$ cat src/rtl/wb_periph_xbar_ctrl.sv
`default_nettype none
// ============================================================================
// wb_periph_xbar_ctrl - single-master Wishbone fan-out to NS peripheral slaves
// Optional hung-slave abort: WB_BUS_TIMEOUT_EN.          Rev 1.0
// ============================================================================
module wb_periph_xbar_ctrl #(
  parameter int unsigned NS          = 4,
  parameter logic [31:0] BASE_ADDR   = 32'h3000_0000,
  parameter int unsigned SLV_SHIFT   = 16,
  parameter int unsigned TIMEOUT_CYC = 255,
  parameter logic [31:0] ERR_DATA    = 32'hDEAD_BEEF
) (
  input  logic           wb_clk_i,
  input  logic           wb_rst_i,
  input  logic           wbs_cyc_i,
  input  logic           wbs_stb_i,
  input  logic           wbs_we_i,
  input  logic [3:0]     wbs_sel_i,
  input  logic [31:0]    wbs_adr_i,
  input  logic [31:0]    wbs_dat_i,
  output logic           wbs_ack_o,
  output logic [31:0]    wbs_dat_o,
  output logic [NS-1:0]  s_cyc_o,
  output logic [NS-1:0]  s_stb_o,
  output logic           s_we_o,
  output logic [3:0]     s_sel_o,
  output logic [31:0]    s_adr_o,
  output logic [31:0]    s_dat_o,
  input  logic [NS-1:0]  s_ack_i,
  input  logic [NS*32-1:0] s_dat_i,
  output logic           bus_err_o
);

  localparam int unsigned IW     = (NS > 1) ? $clog2(NS) : 1;
  localparam int unsigned PAD_LO = SLV_SHIFT + IW;

  typedef enum logic [1:0] {
    S_IDLE = 2'd0,
    S_BUSY = 2'd1,
    S_RESP = 2'd2
  } state_e;

  state_e        state_q, state_d;
  logic [IW-1:0] idx_q, idx_d;
  logic [NS-1:0] cyc_q, cyc_d;
  logic          we_q, we_d;
  logic [3:0]    sel_q, sel_d;
  logic [31:0]   adr_q, adr_d;
  logic [31:0]   dat_q, dat_d;
  logic [31:0]   resp_q, resp_d;
  logic          ack_q, ack_d;
  logic [31:0]   rdat_q, rdat_d;
  logic          err_q, err_d;

  logic [IW-1:0] req_idx;
  logic          hit;
  logic          sel_ack;
  logic          tmo_hit;
  logic [31:0]   s_rd [NS];

  for (genvar k = 0; k < NS; k++) begin : g_slice
    assign s_rd[k] = s_dat_i[32*k +: 32];
  end

  assign req_idx = wbs_adr_i[SLV_SHIFT +: IW];
  assign sel_ack = s_ack_i[idx_q];

  always_comb begin
    hit = 1'b0;
    if ((wbs_adr_i[31:24] == BASE_ADDR[31:24]) &&
        (wbs_adr_i[23:PAD_LO] == '0) &&
        (32'(req_idx) < NS))
      hit = 1'b1;
  end

`ifdef WB_BUS_TIMEOUT_EN
  localparam int unsigned CW = ($clog2(TIMEOUT_CYC + 1) > 8) ? $clog2(TIMEOUT_CYC + 1) : 8;

  logic [CW-1:0] tmo_q, tmo_d;

  // Firing on TIMEOUT_CYC-1 means the abort lands after exactly TIMEOUT_CYC busy cycles.
  assign tmo_hit = (32'(tmo_q) == TIMEOUT_CYC - 1);

  always_comb begin
    tmo_d = '0;
    if (state_q == S_BUSY && !sel_ack)
      tmo_d = tmo_q + CW'(1);
  end

  always_ff @(posedge wb_clk_i) begin
    if (wb_rst_i) tmo_q <= '0;
    else          tmo_q <= tmo_d;
  end
`else
  logic unused_tmo;
  assign unused_tmo = (TIMEOUT_CYC != 0);
  assign tmo_hit    = 1'b0;
`endif

  always_comb begin
    state_d = state_q;
    idx_d   = idx_q;
    cyc_d   = cyc_q;
    we_d    = we_q;
    sel_d   = sel_q;
    adr_d   = adr_q;
    dat_d   = dat_q;
    resp_d  = resp_q;
    err_d   = err_q;
    ack_d   = 1'b0;
    rdat_d  = '0;
    case (state_q)
      S_IDLE: begin
        // ack_q high means the host is still holding stb from the finished cycle.
        if (wbs_cyc_i && wbs_stb_i && !ack_q) begin
          we_d  = wbs_we_i;
          sel_d = wbs_sel_i;
          adr_d = wbs_adr_i;
          dat_d = wbs_dat_i;
          idx_d = req_idx;
          if (hit) begin
            state_d = S_BUSY;
            cyc_d   = NS'(1) << req_idx;
          end else begin
            state_d = S_RESP;
            resp_d  = ERR_DATA;
            err_d   = 1'b1;
          end
        end
      end
      S_BUSY: begin
        if (!wbs_cyc_i) begin
          cyc_d   = '0;
          state_d = S_IDLE;
        end else if (sel_ack) begin
          resp_d  = s_rd[idx_q];
          cyc_d   = '0;
          state_d = S_RESP;
        end else if (tmo_hit) begin
          resp_d  = ERR_DATA;
          err_d   = 1'b1;
          cyc_d   = '0;
          state_d = S_RESP;
        end
      end
      S_RESP: begin
        ack_d   = 1'b1;
        rdat_d  = resp_q;
        state_d = S_IDLE;
      end
      default: state_d = S_IDLE;
    endcase
  end

  always_ff @(posedge wb_clk_i) begin
    if (wb_rst_i) begin
      state_q <= S_IDLE;
      idx_q   <= '0;
      cyc_q   <= '0;
      we_q    <= 1'b0;
      sel_q   <= '0;
      adr_q   <= '0;
      dat_q   <= '0;
      resp_q  <= '0;
      ack_q   <= 1'b0;
      rdat_q  <= '0;
      err_q   <= 1'b0;
    end else begin
      state_q <= state_d;
      idx_q   <= idx_d;
      cyc_q   <= cyc_d;
      we_q    <= we_d;
      sel_q   <= sel_d;
      adr_q   <= adr_d;
      dat_q   <= dat_d;
      resp_q  <= resp_d;
      ack_q   <= ack_d;
      rdat_q  <= rdat_d;
      err_q   <= err_d;
    end
  end

  assign wbs_ack_o = ack_q;
  assign wbs_dat_o = rdat_q;
  assign s_cyc_o   = cyc_q;
  assign s_stb_o   = cyc_q;
  assign s_we_o    = we_q;
  assign s_sel_o   = sel_q;
  assign s_adr_o   = adr_q;
  assign s_dat_o   = dat_q;
  assign bus_err_o = err_q;

endmodule
`default_nettype wire

$ cat config.mk
export PLATFORM = sky130hd
export DESIGN_NAME = wb_periph_xbar_ctrl
export DESIGN_NICKNAME = d
export VERILOG_FILES = /design/src/rtl/wb_periph_xbar_ctrl.sv
export SDC_FILE = /design/constraint.sdc
export NUM_CORES = 1
export LEC_CHECK = 0
export ABC_AREA = 1
export CAP_MARGIN = 20
export CORE_MARGIN = 10
export CORE_UTILIZATION = 36
export DETAILED_ROUTE_END_ITERATION = 8
export GPL_TIMING_DRIVEN = 0
export PLACE_DENSITY = 0.73
export SYNTH_ARGS = -nofsm -noshare
export SYNTH_HDL_FRONTEND = slang
export SYNTH_SLANG_ARGS = --single-unit
$ cat constraint.sdc
create_clock -name wb_clk_i -period 3.5 [get_ports wb_clk_i]
set_input_delay 0.7 -clock wb_clk_i [delete_from_list [all_inputs] [get_ports wb_clk_i]]
set_output_delay 0.7 -clock wb_clk_i [all_outputs]
set_load 0.02 [all_outputs]
# Word-level counts from Yosys, hierarchy flattened
# Cells that the tools add are included.
# totals
in_bits	205
ff_bits	143
elab_cells	61
out_inout_bits	111
# op_classes
eq_ne	9
bitwise	3
n_mux	22
shift	1
n_reduce_logical	13
magnitude_cmp	2
# op_table
operator	n
32-bit two-way mux	6
32-bit binary-select mux with 2-bit select	1
32-bit case mux with 2 select lines	1
4-bit two-way mux	4
2-bit != test (second input constant)	5
8-bit by 6-bit == test with 1-bit output (second input constant)	1
2-bit two-way mux	4
4-bit case mux with 2 select lines	1
6-bit logical NOT	1
5-bit AND reduction	1
2-bit case mux with 2 select lines	1
2-bit AND reduction	2
4-bit AND reduction	1
1-bit by 2-bit left shift with 4-bit output (first input constant)	1
3-bit >= comparator (second input constant)	1
1-bit logical AND	3
2-bit by 3-bit less-than comparator with 1-bit output (second input constant)	1
1-bit two-way mux	3
3-bit != test (second input constant)	1
2-bit inverter with 3-bit output	1
3-bit AND reduction	1
1-bit binary-select mux with 2-bit select	1
2-bit by 1-bit == test with 1-bit output (second input constant)	1
2-bit == test (second input constant)	1
5 further kinds	6

# Longest topological paths before layout
# depth
depth_word	7
ltp_mapped	11
mapped_depth_nobuf	10

# Worst setup path before layout
# Ideal clock, no wire load.
# synth_path
path_type	input -> register
from	input wbs_adr_i[18]
to	register resp_q[22]
arrival_time_ps	1566
setup_ps	110
n_path_buf	1
required_time_ps	3390
setup_slack_ps	1824
path_stages	8
path_cell_list	or2_0 > nor2_1 > nand3_1 > nand3_4 > buf_6 > nand2_2 > inv_1 > nor2_1
# synth_between
elab_chain_cells	5
# synth_rtl
element	line	text
start, declared	19	input logic [31:0] wbs_adr_i,
6-bit logical NOT	71	(wbs_adr_i[23:PAD_LO] == '0) &&
1-bit logical AND	70	if ((wbs_adr_i[31:24] == BASE_ADDR[31:24]) &&
1-bit two-way mux	70	
2-bit != test (no source line)	--	
5-bit AND reduction (no source line)	--	
end signal, assigned	176	resp_q <= resp_d;
end, declared	50	logic [31:0] resp_q, resp_d;
# No other way between the ends.
# A chain may end at the register's enable or synchronous reset.

# Final worst setup path
# layout_path
from	register adr_q[17] (netlist: s_adr_o[17])
to	output s_adr_o[17]
# layout_rtl
element	line	text
start, declared	48	logic [31:0] adr_q, adr_d;
start signal, assigned	174	adr_q <= adr_d;
end, declared	27	output logic [31:0] s_adr_o,
# No word-level cell between the ends.

==> metrics list <==
- Number of instances resized during post-cts repair: 0
- Number of buffer cells added on primary ports: 315
* Net Count, Synth: 1152
- Of all nets on the critical path, the largest fanout is 8.
- In the synthesized netlist, the number of instances is 947.
- Once detail routing completed, the nets flagged for antenna violations numbered 0.
* Portion of the post-synthesis area used by sequential elements: 0.4500
* Number of buffers added by the clock tree synthesis step: 17
* Element type at the critical path end: output port
- Leak Pwr: 4.314 nW
* Yosys warning count: 0
- Commonest cells after routing, fill and taps aside: sky130_fd_sc_hd__nor2_1, sky130_fd_sc_hd__clkdlybuf4s50_1, sky130_fd_sc_hd__o21ai_0
* Post-Place Cells: 1487
- Yosys top cell by area: sky130_fd_sc_hd__dfxtp_1
- Number of optimization iterations in the first detailed-route pass: 5
- RSZ-0062 raised after global routing: no
* ANT cells: 0
- Part of the cycle the worst path needs: 0.6772
- Fraction of power spent switching nets: 0.2635
- The worst setup path is of the flip-flop to output port kind.
- Die W: 152.0 um
- Count of cells along the worst register-to-register path: 9
- Number of design-rule violations left by the first detailed-router iteration: 386
- Buffers plus inverters on the worst setup path: 1
- After clock tree synthesis, the clock-pin slew on the worst setup and hold paths is 60 ps.
- Pwr Density: 445.4 mW/mm^2
* Post-synth design cell area: 0.006272 mm^2
* Fraction of post-synthesis cell area in the top cell type by area: 0.4500
- Ports placed on the boundary: 316
- Flops & latches, synth: 141
* Hold depth: 2
- Pin slew with the least headroom to its limit: 631.2 ps
- Syn-to-layout area delta: 64.83%
- For this configuration, the core starts out at a cell density of 0.3652.
- Of the total power, registers draw 0.381.
- The die covers 0.02310 mm^2.
* Relative slew margins: 0.5792
- CTS built an H-tree with a depth of 4.
- TritonCTS built the clock tree.
- Clock latency on the worst-skew pair: 410 ps
- Hold repair after CTS inserted 0 buffers.
- Summed over all layers, the routed wires come to 24.26 mm.
- Final GP Congestion: 0.8932
- Setup bufs post-CTS: 0
- Final number of hold-violating endpoints: 0
- Post-detail-place hpwl: 19.74 mm
- Clock Tree Buf Depth: 2
- Number of global-route vias before repair: 6775
- Hold Path End: wbs_dat_o[10]
- Placeable Area: 0.01718 mm^2
* Number of standard cells in the final layout excluding fillers: 1519
- Drt via density: 4.567
- The flow ran to the end, and the final reports show no timing, DRC or antenna violations.
* Antenna violations before repair: 0
- The startpoint identified for the worst hold timing path is resp_q[10].
- DRC violation count after routing: 0
- The worst path in the final design needs a cycle of 2370 ps, including I/O delays and setup.
- Of the cells placed in the final design, the portion with a size suffix greater than 1 is 0.06491.
* Worst endpoint required time: 2800 ps
- The first global-routing pass estimated 37.62 mm of wire.
* Library cell contributing the largest single delay on the critical path: sky130_fd_sc_hd__clkdlybuf4s50_1
- Clock root buffer: sky130_fd_sc_hd__clkbuf_16
* Synth area leaders: sky130_fd_sc_hd__dfxtp_1, sky130_fd_sc_hd__nor2_1, sky130_fd_sc_hd__o21ai_0
- For this run, the total global-route usage over all layers was measured as 0.2020.
- In this run the core area contains 48 standard-cell rows.
- For the final database, setup skew stands at 9.989 ps.
- Across all layers, the routed design uses 6937 vias.
* Number of inserted filler cells in the final layout: 1654
- On the critical path the largest part of the delay comes from buffers and inverters.
- The largest single stage delay on the critical path is 690 ps.
- Crit. Startpoint: s_adr_o[17]
- Reg2Reg Launch Point: state_q[1]
- Entering global routing, the biggest net connects 17 pins.
- The net count of the finished layout is 1486.
- Internal Dissipation: 3.392 mW
- Setup violations remaining at the end of the flow were counted as 0.
- The share of total power dissipated in the clock network is 0.415.
* Power spent charging and discharging nets: 1.214 mW
* Die Span Y: 152.0 um
- The min-delay analysis places its worst path in the category flip-flop to flip-flop.
- Dividing the synthesized area by the synthesized cell count gives 6.623 um^2.
- Of the total power, combinational logic draws 0.204.
- Clock net sink count: 141
- Most common cell after layout, fill and taps aside: sky130_fd_sc_hd__nor2_1
- Critical register-to-register path endpoint: resp_q[25]
* F_max: 421.9 MHz
- CP arrival: 1670 ps
* Total negative setup slack: 0 ps
- Max_cap viols: 0
* Cells along the critical path: clkdlybuf4s50_1
- Count of cell types in the netlist: 21
* Final Slew Violations: 0
- Sum of overflow across all layers after global routing: 0
- STA classifies the critical path startpoint as a flip-flop.
- Dividing the detail-routed wire length by the instance count gives 15.97 um.
* FF-to-FF setup slack: 1700 ps
- IR Drop Worst-Case VDD: 0.3196 mV
-- state kept, by name, indices dropped and copies added (netlist names) --
name and cells:
bus_err_o 1, s_sel_o 4, wbs_dat_o 32, idx_q 1
state_q 2, s_cyc_o 4, resp_q 32, s_dat_o 32
s_we_o 1, wbs_ack_o 1, s_adr_o 31
-- logic make-up (layout without fill, tap and decap cells) --
logic type,after synthesis,count (layout),synth area share
buf+inv,144,491,0.09974
compound gates,162,162,0.1311
flops,141,141,0.4500
simple gates,500,500,0.3192
-- cells in the mapped netlist --
cell / instances
sky130_fd_sc_hd__or2_0: 1
sky130_fd_sc_hd__o21ai_1: 7
sky130_fd_sc_hd__a21oi_1: 3
sky130_fd_sc_hd__dfxtp_1: 141
sky130_fd_sc_hd__o21ai_0: 151
sky130_fd_sc_hd__inv_1: 77
sky130_fd_sc_hd__inv_2: 3
sky130_fd_sc_hd__a21oi_4: 1
sky130_fd_sc_hd__nor2_2: 4
sky130_fd_sc_hd__clkbuf_1: 33
sky130_fd_sc_hd__nand2_1: 92
sky130_fd_sc_hd__buf_6: 3
sky130_fd_sc_hd__nand3_1: 40
sky130_fd_sc_hd__nor2_1: 344
sky130_fd_sc_hd__nand2_2: 12
sky130_fd_sc_hd__buf_2: 17
sky130_fd_sc_hd__nand4_1: 4
sky130_fd_sc_hd__nand3_4: 1
sky130_fd_sc_hd__nor2_4: 1
sky130_fd_sc_hd__buf_4: 11
sky130_fd_sc_hd__nor3_1: 1
-- routing by layer --
metal,vias up,GRT usage,routed length [um]
met5,-,0,0
met4,0,0.06052,383
met3,27,0.05447,1276
met2,191,0.3559,12310
met1,3106,0.2328,10290
li1,3613,-,-
-- layout make-up --
cell class,instances,area [um^2],area share
repair buffers,315,3153,0.3050
multi-input cells,662,2824,0.2731
flip-flops and latches,141,2823,0.2730
clock buffers,19,442.9,0.04284
plain buffers,64,325.3,0.03147
inverters,80,300.3,0.02905
well taps,225,281.5,0.02723
clock inverters,13,188.9,0.01827
-- worst max-delay path by stage --
| stage | to | slack [ps] | cells after the start |
|---|---|---|---|
| finish | s_adr_o[17] | 1130 | 1 |
| global route | s_dat_o[24] | 1020 | 6 |
| detailed placement | s_dat_o[24] | 780 | 6 |
| floorplan | resp_q[22] | 1820 | 8 |
| global placement | s_adr_o[3] | 850 | 7 |
| CTS | s_adr_o[17] | 1100 | 1 |
-- through the flow --
stage	hold slack [ps]	power (mW)	utilization	instance area, um^2	worst slack (ps)
finish	433.5	4.605	0.6019	10340	1130
global route	452.7	4.830	0.6019	10340	1018
CTS	436.4	4.643	0.6019	10340	1102
detailed placement	425.2	2.725	0.5651	9707	782.6
global placement	420.5	2.710	0.5651	9707	846.2
floorplan	416.0	2.244	-	6272	1824
-- power by group through the flow --
stage / combinational (mW) / sequential, mW / clock, mW
final: 0.938 / 1.75 / 1.91
after global routing: 1.03 / 1.77 / 2.03
after CTS: 0.942 / 1.75 / 1.95
after detailed placement: 0.935 / 1.79 / 0
after global placement: 0.925 / 1.78 / 0
after floorplan: 0.377 / 1.87 / 0
Power figures use the tool's default switching activity.
